--- config.mk ---
export PLATFORM = sky130hd
export DESIGN_NAME = mem_port_arbiter
export DESIGN_NICKNAME = d
export VERILOG_FILES = /design/src/rtl/mem_arb_pkg.sv /design/src/rtl/mem_arb_rr2.sv /design/src/rtl/mem_port_arbiter.sv
export SDC_FILE = /design/constraint.sdc
export NUM_CORES = 1
export LEC_CHECK = 0
export ABC_AREA = 1
export BUFFER_PORTS_ARGS = -buffer_cell sky130_fd_sc_hd__buf_2
export CORE_MARGIN = 5
export CORE_UTILIZATION = 42
export CTS_CLUSTER_DIAMETER = 60
export DETAILED_ROUTE_END_ITERATION = 6
export HOLD_SLACK_MARGIN = 0.08
export PLACE_DENSITY = 0.77
export SLEW_MARGIN = 40
export SYNTH_ARGS = -nofsm -noshare
export SYNTH_HDL_FRONTEND = slang
export SYNTH_HIERARCHICAL = 1
export SYNTH_SLANG_ARGS = --single-unit
--- constraint.sdc ---
create_clock -name clk -period 2.1 [get_ports clk]
set_input_delay 0.315 -clock clk [delete_from_list [all_inputs] [get_ports clk]]
set_output_delay 0.315 -clock clk [all_outputs]
set_load 0.01 [all_outputs]
--- src/rtl/mem_arb_pkg.sv ---
// Shared types and constants for the two-port unified-memory arbiter.
package mem_arb_pkg;

   localparam int unsigned CNT_W = 4;

   localparam logic PORT_CPU = 1'b0;
   localparam logic PORT_EXT = 1'b1;

   typedef enum logic [1:0] {
      IDLE   = 2'd0,
      ACCESS = 2'd1,
      DONE   = 2'd2
   } arb_state_t;

endpackage

--- src/rtl/mem_arb_rr2.sv ---
// Two-way round-robin picker: a lone request wins, a tie goes to the port
// that was not granted last.
module mem_arb_rr2
   import mem_arb_pkg::*;
(
   input  logic [1:0] valid,
   input  logic       last_gnt,
   output logic [1:0] gnt,
   output logic       gnt_idx
);

   always_comb begin
      gnt_idx = PORT_CPU;
      gnt     = 2'b00;
      case (valid)
         2'b01:   gnt_idx = PORT_CPU;
         2'b10:   gnt_idx = PORT_EXT;
         2'b11:   gnt_idx = ~last_gnt;
         default: gnt_idx = PORT_CPU;
      endcase
      if (valid != 2'b00)
         gnt = gnt_idx ? 2'b10 : 2'b01;
   end

endmodule

--- src/rtl/mem_port_arbiter.sv ---
// Shares the unified MIPS memory between the CPU and an external master,
// sequencing one fixed-latency access at a time.
module mem_port_arbiter
   import mem_arb_pkg::*;
#(
   parameter int unsigned ADDR_W  = 32,
   parameter int unsigned DATA_W  = 32,
   parameter int unsigned MEM_LAT = 2
) (
   input  logic              clk,
   input  logic              reset,
   input  logic              req0_valid,
   input  logic              req0_we,
   input  logic [ADDR_W-1:0] req0_addr,
   input  logic [DATA_W-1:0] req0_wdata,
   output logic              req0_ready,
   output logic              rsp0_valid,
   input  logic              req1_valid,
   input  logic              req1_we,
   input  logic [ADDR_W-1:0] req1_addr,
   input  logic [DATA_W-1:0] req1_wdata,
   output logic              req1_ready,
   output logic              rsp1_valid,
   output logic [DATA_W-1:0] rsp_rdata,
   output logic              mem_en,
   output logic              mem_we,
   output logic [ADDR_W-1:0] mem_addr,
   output logic [DATA_W-1:0] mem_wdata,
   input  logic [DATA_W-1:0] mem_rdata,
   output logic              busy
);

   localparam logic [CNT_W-1:0] CNT_INIT = CNT_W'(MEM_LAT - 1);

   arb_state_t        state, state_nxt;
   logic [CNT_W-1:0]  cnt;
   logic              last_gnt;
   logic              owner;
   logic              lat_we;
   logic [ADDR_W-1:0] lat_addr;
   logic [DATA_W-1:0] lat_wdata;
   logic [1:0]        gnt;
   logic              gnt_idx;
   logic              accept;
   logic              capture;

   mem_arb_rr2 u_rr (
      .valid    ({req1_valid, req0_valid}),
      .last_gnt (last_gnt),
      .gnt      (gnt),
      .gnt_idx  (gnt_idx)
   );

   // State register
   always_ff @(posedge clk or posedge reset) begin
      if (reset) state <= IDLE;
      else       state <= state_nxt;
   end

   // Next state and decoded outputs; ready is gated so reset shows no accept
   always_comb begin
      state_nxt  = state;
      accept     = 1'b0;
      capture    = 1'b0;
      req0_ready = 1'b0;
      req1_ready = 1'b0;
      rsp0_valid = 1'b0;
      rsp1_valid = 1'b0;
      mem_en     = 1'b0;
      mem_we     = 1'b0;
      mem_addr   = '0;
      mem_wdata  = '0;
      busy       = 1'b0;
      case (state)
         IDLE: begin
            if ((gnt != 2'b00) && !reset) begin
               accept     = 1'b1;
               req0_ready = gnt[0];
               req1_ready = gnt[1];
               state_nxt  = ACCESS;
            end
         end
         ACCESS: begin
            busy      = 1'b1;
            mem_en    = 1'b1;
            mem_we    = lat_we;
            mem_addr  = lat_addr;
            mem_wdata = lat_wdata;
            if (cnt == '0) begin
               capture   = 1'b1;
               state_nxt = DONE;
            end
         end
         DONE: begin
            busy       = 1'b1;
            rsp0_valid = (owner == PORT_CPU);
            rsp1_valid = (owner == PORT_EXT);
            state_nxt  = IDLE;
         end
         default: state_nxt = IDLE;
      endcase
   end

   // Request latch, latency counter and response data
   always_ff @(posedge clk or posedge reset) begin
      if (reset) begin
         cnt       <= '0;
         last_gnt  <= PORT_EXT;
         owner     <= PORT_CPU;
         lat_we    <= 1'b0;
         lat_addr  <= '0;
         lat_wdata <= '0;
         rsp_rdata <= '0;
      end else begin
         if (accept) begin
            owner     <= gnt_idx;
            last_gnt  <= gnt_idx;
            lat_we    <= gnt_idx ? req1_we    : req0_we;
            lat_addr  <= gnt_idx ? req1_addr  : req0_addr;
            lat_wdata <= gnt_idx ? req1_wdata : req0_wdata;
            cnt       <= CNT_INIT;
         end else if ((state == ACCESS) && (cnt != '0)) begin
            cnt <= cnt - CNT_W'(1);
         end
         if (capture)
            rsp_rdata <= lat_we ? '0 : mem_rdata;
      end
   end

endmodule

---- Word-level counts from Yosys, hierarchy flattened ----
Index checks and enable logic that the tools add are counted.
cells by class
  add/subtract/negate cells ............... 1
  $mul .................................... 0
  divide/modulo/power cells ............... 0
  order comparisons ....................... 0
  equality and inequality tests ........... 6
  shifts and indexed selects .............. 0
  multiplexer cells ....................... 27
  bitwise operators ....................... 2
  reductions and logical operators ........ 11
operators by type and width
  operator                                                               number
  32-bit two-way mux                                                     5
  1-bit two-way mux                                                      14
  2-bit two-way mux                                                      4
  4-bit two-way mux                                                      2
  2-bit equality test, second input constant                             3
  2-bit nonzero test                                                     3
  4-bit zero test                                                        1
  2-bit != test, second input constant                                   2
  2-bit one-hot mux with 2 select lines                                  1
  4-bit nonzero test                                                     1
  4-bit by 1-bit subtractor with 4-bit output, second input constant     1
  2-bit by 1-bit equality test with 1-bit output, second input constant  1
  1-bit logical AND                                                      2
  2-bit zero test                                                        1
  1-bit NOT                                                              2
  1-bit one-hot mux with 2 select lines                                  1
  2-bit AND reduction                                                    1
  2-bit OR reduction                                                     1
  1-bit zero test                                                        1
storage, ports and cells
  register bits after elaboration ......... 105
  latch bits .............................. 0
  memory bits (writable) .................. 0
  memory bits (read-only) ................. 0
  bits of input ports ..................... 166
  output and inout port bits .............. 103
  word-level logic and storage cells ...... 55
  memories kept ........................... 0

---- Longest topological paths before layout ----
  depth after elaboration ................. 9
  mapped depth ............................ 10
  mapped depth without buffers ............ 10

---- By module ----
Netlist, hierarchy kept.
by module, submodules not included
  module            instances  cells an instance  area each (um2)  sequential area each (um2)
  mem_port_arbiter  1          764                5594.1           2628.8
  mem_arb_rr2       1          6                  25.0             0.0

---- Worst setup path before layout ----
Ideal clock, no wire load.
  kind .................................... in2reg
  start point ............................. in reset
  end point ............................... reg lat_wdata[6]
  library setup time ...................... 123 ps
  arrival time ............................ 2253 ps
  data required time ...................... 1977 ps
  path slack .............................. -276 ps
  cell stages on the path ................. 6
  path buffers ............................ 2
  cells stage by stage .................... inv_2 nand3_4 buf_6 buf_6 nand2_1 o21ai_2
between the ends
  cells in the longest elaborated chain, start to end .. 4
ends and longest elaborated chain
  what                              RTL line                 source
  start, declared                   mem_port_arbiter.sv:11   input logic reset,
  1-bit zero test (no source line)  --
  1-bit logical AND                 mem_port_arbiter.sv:76   if ((gnt != 2'b00) && !reset) begin
  1-bit two-way mux                 mem_port_arbiter.sv:76
  1-bit two-way mux                 mem_port_arbiter.sv:74   case (state)
  end signal, assigned              mem_port_arbiter.sv:120  lat_wdata <= gnt_idx ? req1_wdata : req0_wdata;
  end, declared                     mem_port_arbiter.sv:41   logic [DATA_W-1:0] lat_wdata;
Every way passes these cells.
A chain may end at the register's enable or synchronous reset.

---- Final worst setup path ----
  start point ............................. reg state[1]
  end point ............................... out mem_addr[0]
between the ends
  cells in the longest elaborated chain, start to end .. 2
ends and longest elaborated chain
  what                                            RTL line                source
  start, declared                                 mem_port_arbiter.sv:35  arb_state_t state, state_nxt;
  start signal, assigned                          mem_port_arbiter.sv:57  else state <= state_nxt;
  2-bit by 1-bit equality test with 1-bit output  mem_port_arbiter.sv:74
  32-bit two-way mux                              mem_port_arbiter.sv:74
  end, declared                                   mem_port_arbiter.sv:27  output logic [ADDR_W-1:0] mem_addr,
Every way passes these cells.

==> results.yml <==
logic_synthesis:
  synth_area_um2: 5619
  ys_seq_area_share_pct: 46.78
  yosysTopAreaCellShare_pct: 46.31
  yosys_most_used_dff: "dfrtp_1"
  async_flop_share_pct: 100.0
  synth_edf_count: 0
  yosysWarnings: 6
  synth_common_cells: "250 x nand2_1, 143 x inv_1, 129 x o21ai_0, 104 x dfrtp_1, 38 x nand3_1"
  avgSynthCellArea_um2: 7.298
  yosysUniqueCellTypes: 26
  syn_nets: 941
  syn_inst: 770
  yosys.area.top_type: "dfrtp_1"
  ys_seq_elements: 105
  synth_most_common_cell: "nand2_1"
  synth_area_leaders: "dfrtp_1 46%, nand2_1 17%, o21ai_0 11%"
drt:
  viasPerCell: 4.595
  met1_length_um: 6197
  route.detailed.wl_per_inst_um: 12.38
  highest_layer: "met5"
  dr.pass1.iters: 7
  drc: 0
  wl_met3_um: 1219
  vias: 5477
  drtAntennaViolNets: 0
  wl_um: 14760
  drt-initial-drc-count: 189
  dr_wl_met2_um: 7036
die:
  dieArea_um2: 15790
  num_rows: 42
  die_y_um: 125.7
  pin_count: 269
  die_x_um: 125.7
  initial_core_util_pct: 42.60
  core-area_um2: 13190
grt:
  grt_pass1_wl_um: 23910
  antenna_found_initial: 2
  track_usage_pct: 18.13
  grt_pass1_vias: 5178
  gr-total-overflow: 0
  grt_max_degree: 76
power:
  max-vdd-ir-drop_mv: 0.5139
  seqPwrFrac_pct: 39.6
  p_comb_share_pct: 42.8
  clkPwrFrac_pct: 17.6
  internal_power_mw: 5.270
  power_density_nw_per_um2: 1207
  power_leakage_nw: 4.627
  p_sw_share_pct: 40.33
  power.switching_mw: 3.561
setup_path:
  path_depth: 6
  cp_data_required_time_ns: 1.78
  cpPeakStageDelay_ns: 0.40
  rr_worst_depth: 7
  crit_buf_inv: 4
  crit_path_end_kind: "primary output"
  criticalPathCategory: "reg2out"
  critPathLaunchType: "flop"
  crit_top_cell: "inv_1"
  crit_family: "buffers and inverters"
  worst-path-max-fanout: 37
  slowest_stage: "dfrtp_1"
  path_cells: "inv_1 -> ha_2 -> buf_12 -> nand2_1 -> inv_1 -> buf_2"
  worstPathArrival_ns: 1.56
sta:
  fmax_mhz: 534.7
  finalSetupViolCount: 0
  max-slew-margin-rel_pct: 60.50
  fin_crit_sh_pct: 89.05
  min_period_ns: 1.870
  rsz0062_at_grt: "false"
  final-max-slew-violation-count: 0
  tightest_slew_ns: 0.5925
  hold_viol_final: 0
  tns_ns: 0
  skew_ns: 0.004677
final_layout:
  seqCellArea_um2: 2629
  antenna_cells: 0
  nNetsFinal: 1182
  multi_input_area_um2: 2155
  fillers: 1309
  layout-drive-gt1-share_pct: 30.31
  syn_to_final_growth_pct: 30.26
  final_cells: 1192
placement:
  dp.cells: 1176
  gp_congestion: 0.8202
  place_hpwl_um: 11270
  numPortBuffers: 268
clock_tree:
  cts_buffer_depth: 2
  ctsHoldBuffers: 0
  path_clk_slew_ns: 0.07
  ctsResizeCount: 0
  cts.sinks: 105
  htreeDepth: 3
  cts_buffers: 9
  cts_tree: "built"
  clockRootBuffer: "clkbuf_16"
  cts_setup_buffers: 0
  clock_latency_ns: 0.34
hold_path:
  hold_class: "in2async"
outcome:
  outcome: "complete, no violations"
run:
  drv_cap: 0
stage by stage:
step	util [%]	hold WS (ns)	setup WS (ns)	instance area [µm²]	power (mW)
after floorplan	-	0.4527	0.2686	5622	6.026
after CTS	55.46	0.1817	0.2068	7316	8.954
after global routing	55.49	0.1907	0.1396	7320	9.611
final	55.49	0.1964	0.2298	7320	8.831
after detailed placement	53.39	0.4714	0.3595	7042	7.365
after global placement	53.39	0.4652	0.4163	7042	7.249
cells by family (layout without fill, tap and decap cells):
family | Yosys count | after routing | share of synthesized area (%)
compound gates | 168 | 168 | 15.36
buf+inv | 193 | 439 | 15.12
simple gates | 299 | 299 | 21.62
flops | 105 | 105 | 46.78
fa+ha+maj | 5 | 5 | 1.113
area by class of cell:
type	instances	share of cell area [%]
inverters	145	7.470
well taps	176	3.009
flip-flops and latches	105	35.91
clock buffers	11	3.316
repair buffers	278	20.43
multi-input cells	472	29.44
clock inverters	5	0.4274
final timing paths:
check / from / end / slack, ns
max: state[1]$_DFFE_PP0P_ / mem_addr[0] / 0.23
min: reset / state[1]$_DFFE_PP0P_ / 0.20
max reg2reg: state[1]$_DFFE_PP0P_ / rsp_rdata[19]$_DFFE_PP0P_ / 0.35
min reg2reg: lat_addr[22]$_DFFE_PP0N_ / lat_addr[22]$_DFFE_PP0N_ / 0.48
max in group asynchronous: reset / lat_addr[23]$_DFFE_PP0N_ / 1.47
min in group clk: mem_rdata[21] / rsp_rdata[21]$_DFFE_PP0P_ / 0.20
power groups by stage:
stage | logic [mW] | clock network, mW | registers [mW]
after floorplan | 2.47 | 0 | 3.55
after global placement | 3.75 | 0 | 3.50
after detailed placement | 3.84 | 0 | 3.53
after CTS | 3.84 | 1.61 | 3.50
after global routing | 4.29 | 1.71 | 3.62
final | 3.78 | 1.56 | 3.50
placed cells by master, fill, tap and decap left out:
cell | netlist | layout
buf_2 | 13 | 268
nand2_1 | 250 | 250
inv_1 | 143 | 143
o21ai_0 | 129 | 129
dfrtp_1 | 104 | 104
nand3_1 | 38 | 38
o21ai_1 | 29 | 29
clkbuf_16 | 0 | 9
buf_12 | 0 | 6
o21ai_2 | 5 | 5
nor2_1 | 5 | 5
ha_1 | 5 | 4
clkinv_2 | 0 | 3
buf_4 | 1 | 3
a21oi_1 | 3 | 2
nand2_2 | 1 | 1
inv_4 | 0 | 1
nand3_4 | 1 | 1
nor2_2 | 1 | 1
inv_2 | 2 | 1
nand2_4 | 1 | 1
a31oi_1 | 1 | 1
nor2_8 | 1 | 1
o211ai_1 | 1 | 1
nand4_1 | 1 | 1
ha_2 | 0 | 1
clkinv_4 | 0 | 1
clkbuf_8 | 0 | 1
clkinvlp_4 | 0 | 1
clkbuf_1 | 14 | 1
dfstp_2 | 1 | 1
buf_6 | 13 | 1
a21oi_4 | 0 | 1
worst min-delay path: cells and delay by family:
family | cells | cell delay, ns
buf+inv | 3 | 0.66
layer usage:
| layer | vias to the layer above | track usage (%) |
|---|---|---|
| met5 | - | 0 |
| met4 | 4 | 5.421 |
| met3 | 25 | 5.419 |
| met2 | 191 | 30.27 |
| met1 | 2422 | 22.82 |
| li1 | 2835 | - |
flip-flops by register name, indices dropped and copies added (netlist names):
register   flops
lat_addr      32
lat_wdata     32
rsp_rdata     32
cnt            4
state          2
last_gnt       1
lat_we         1
owner          1
No activity file was read; power rests on OpenSTA's default activity.
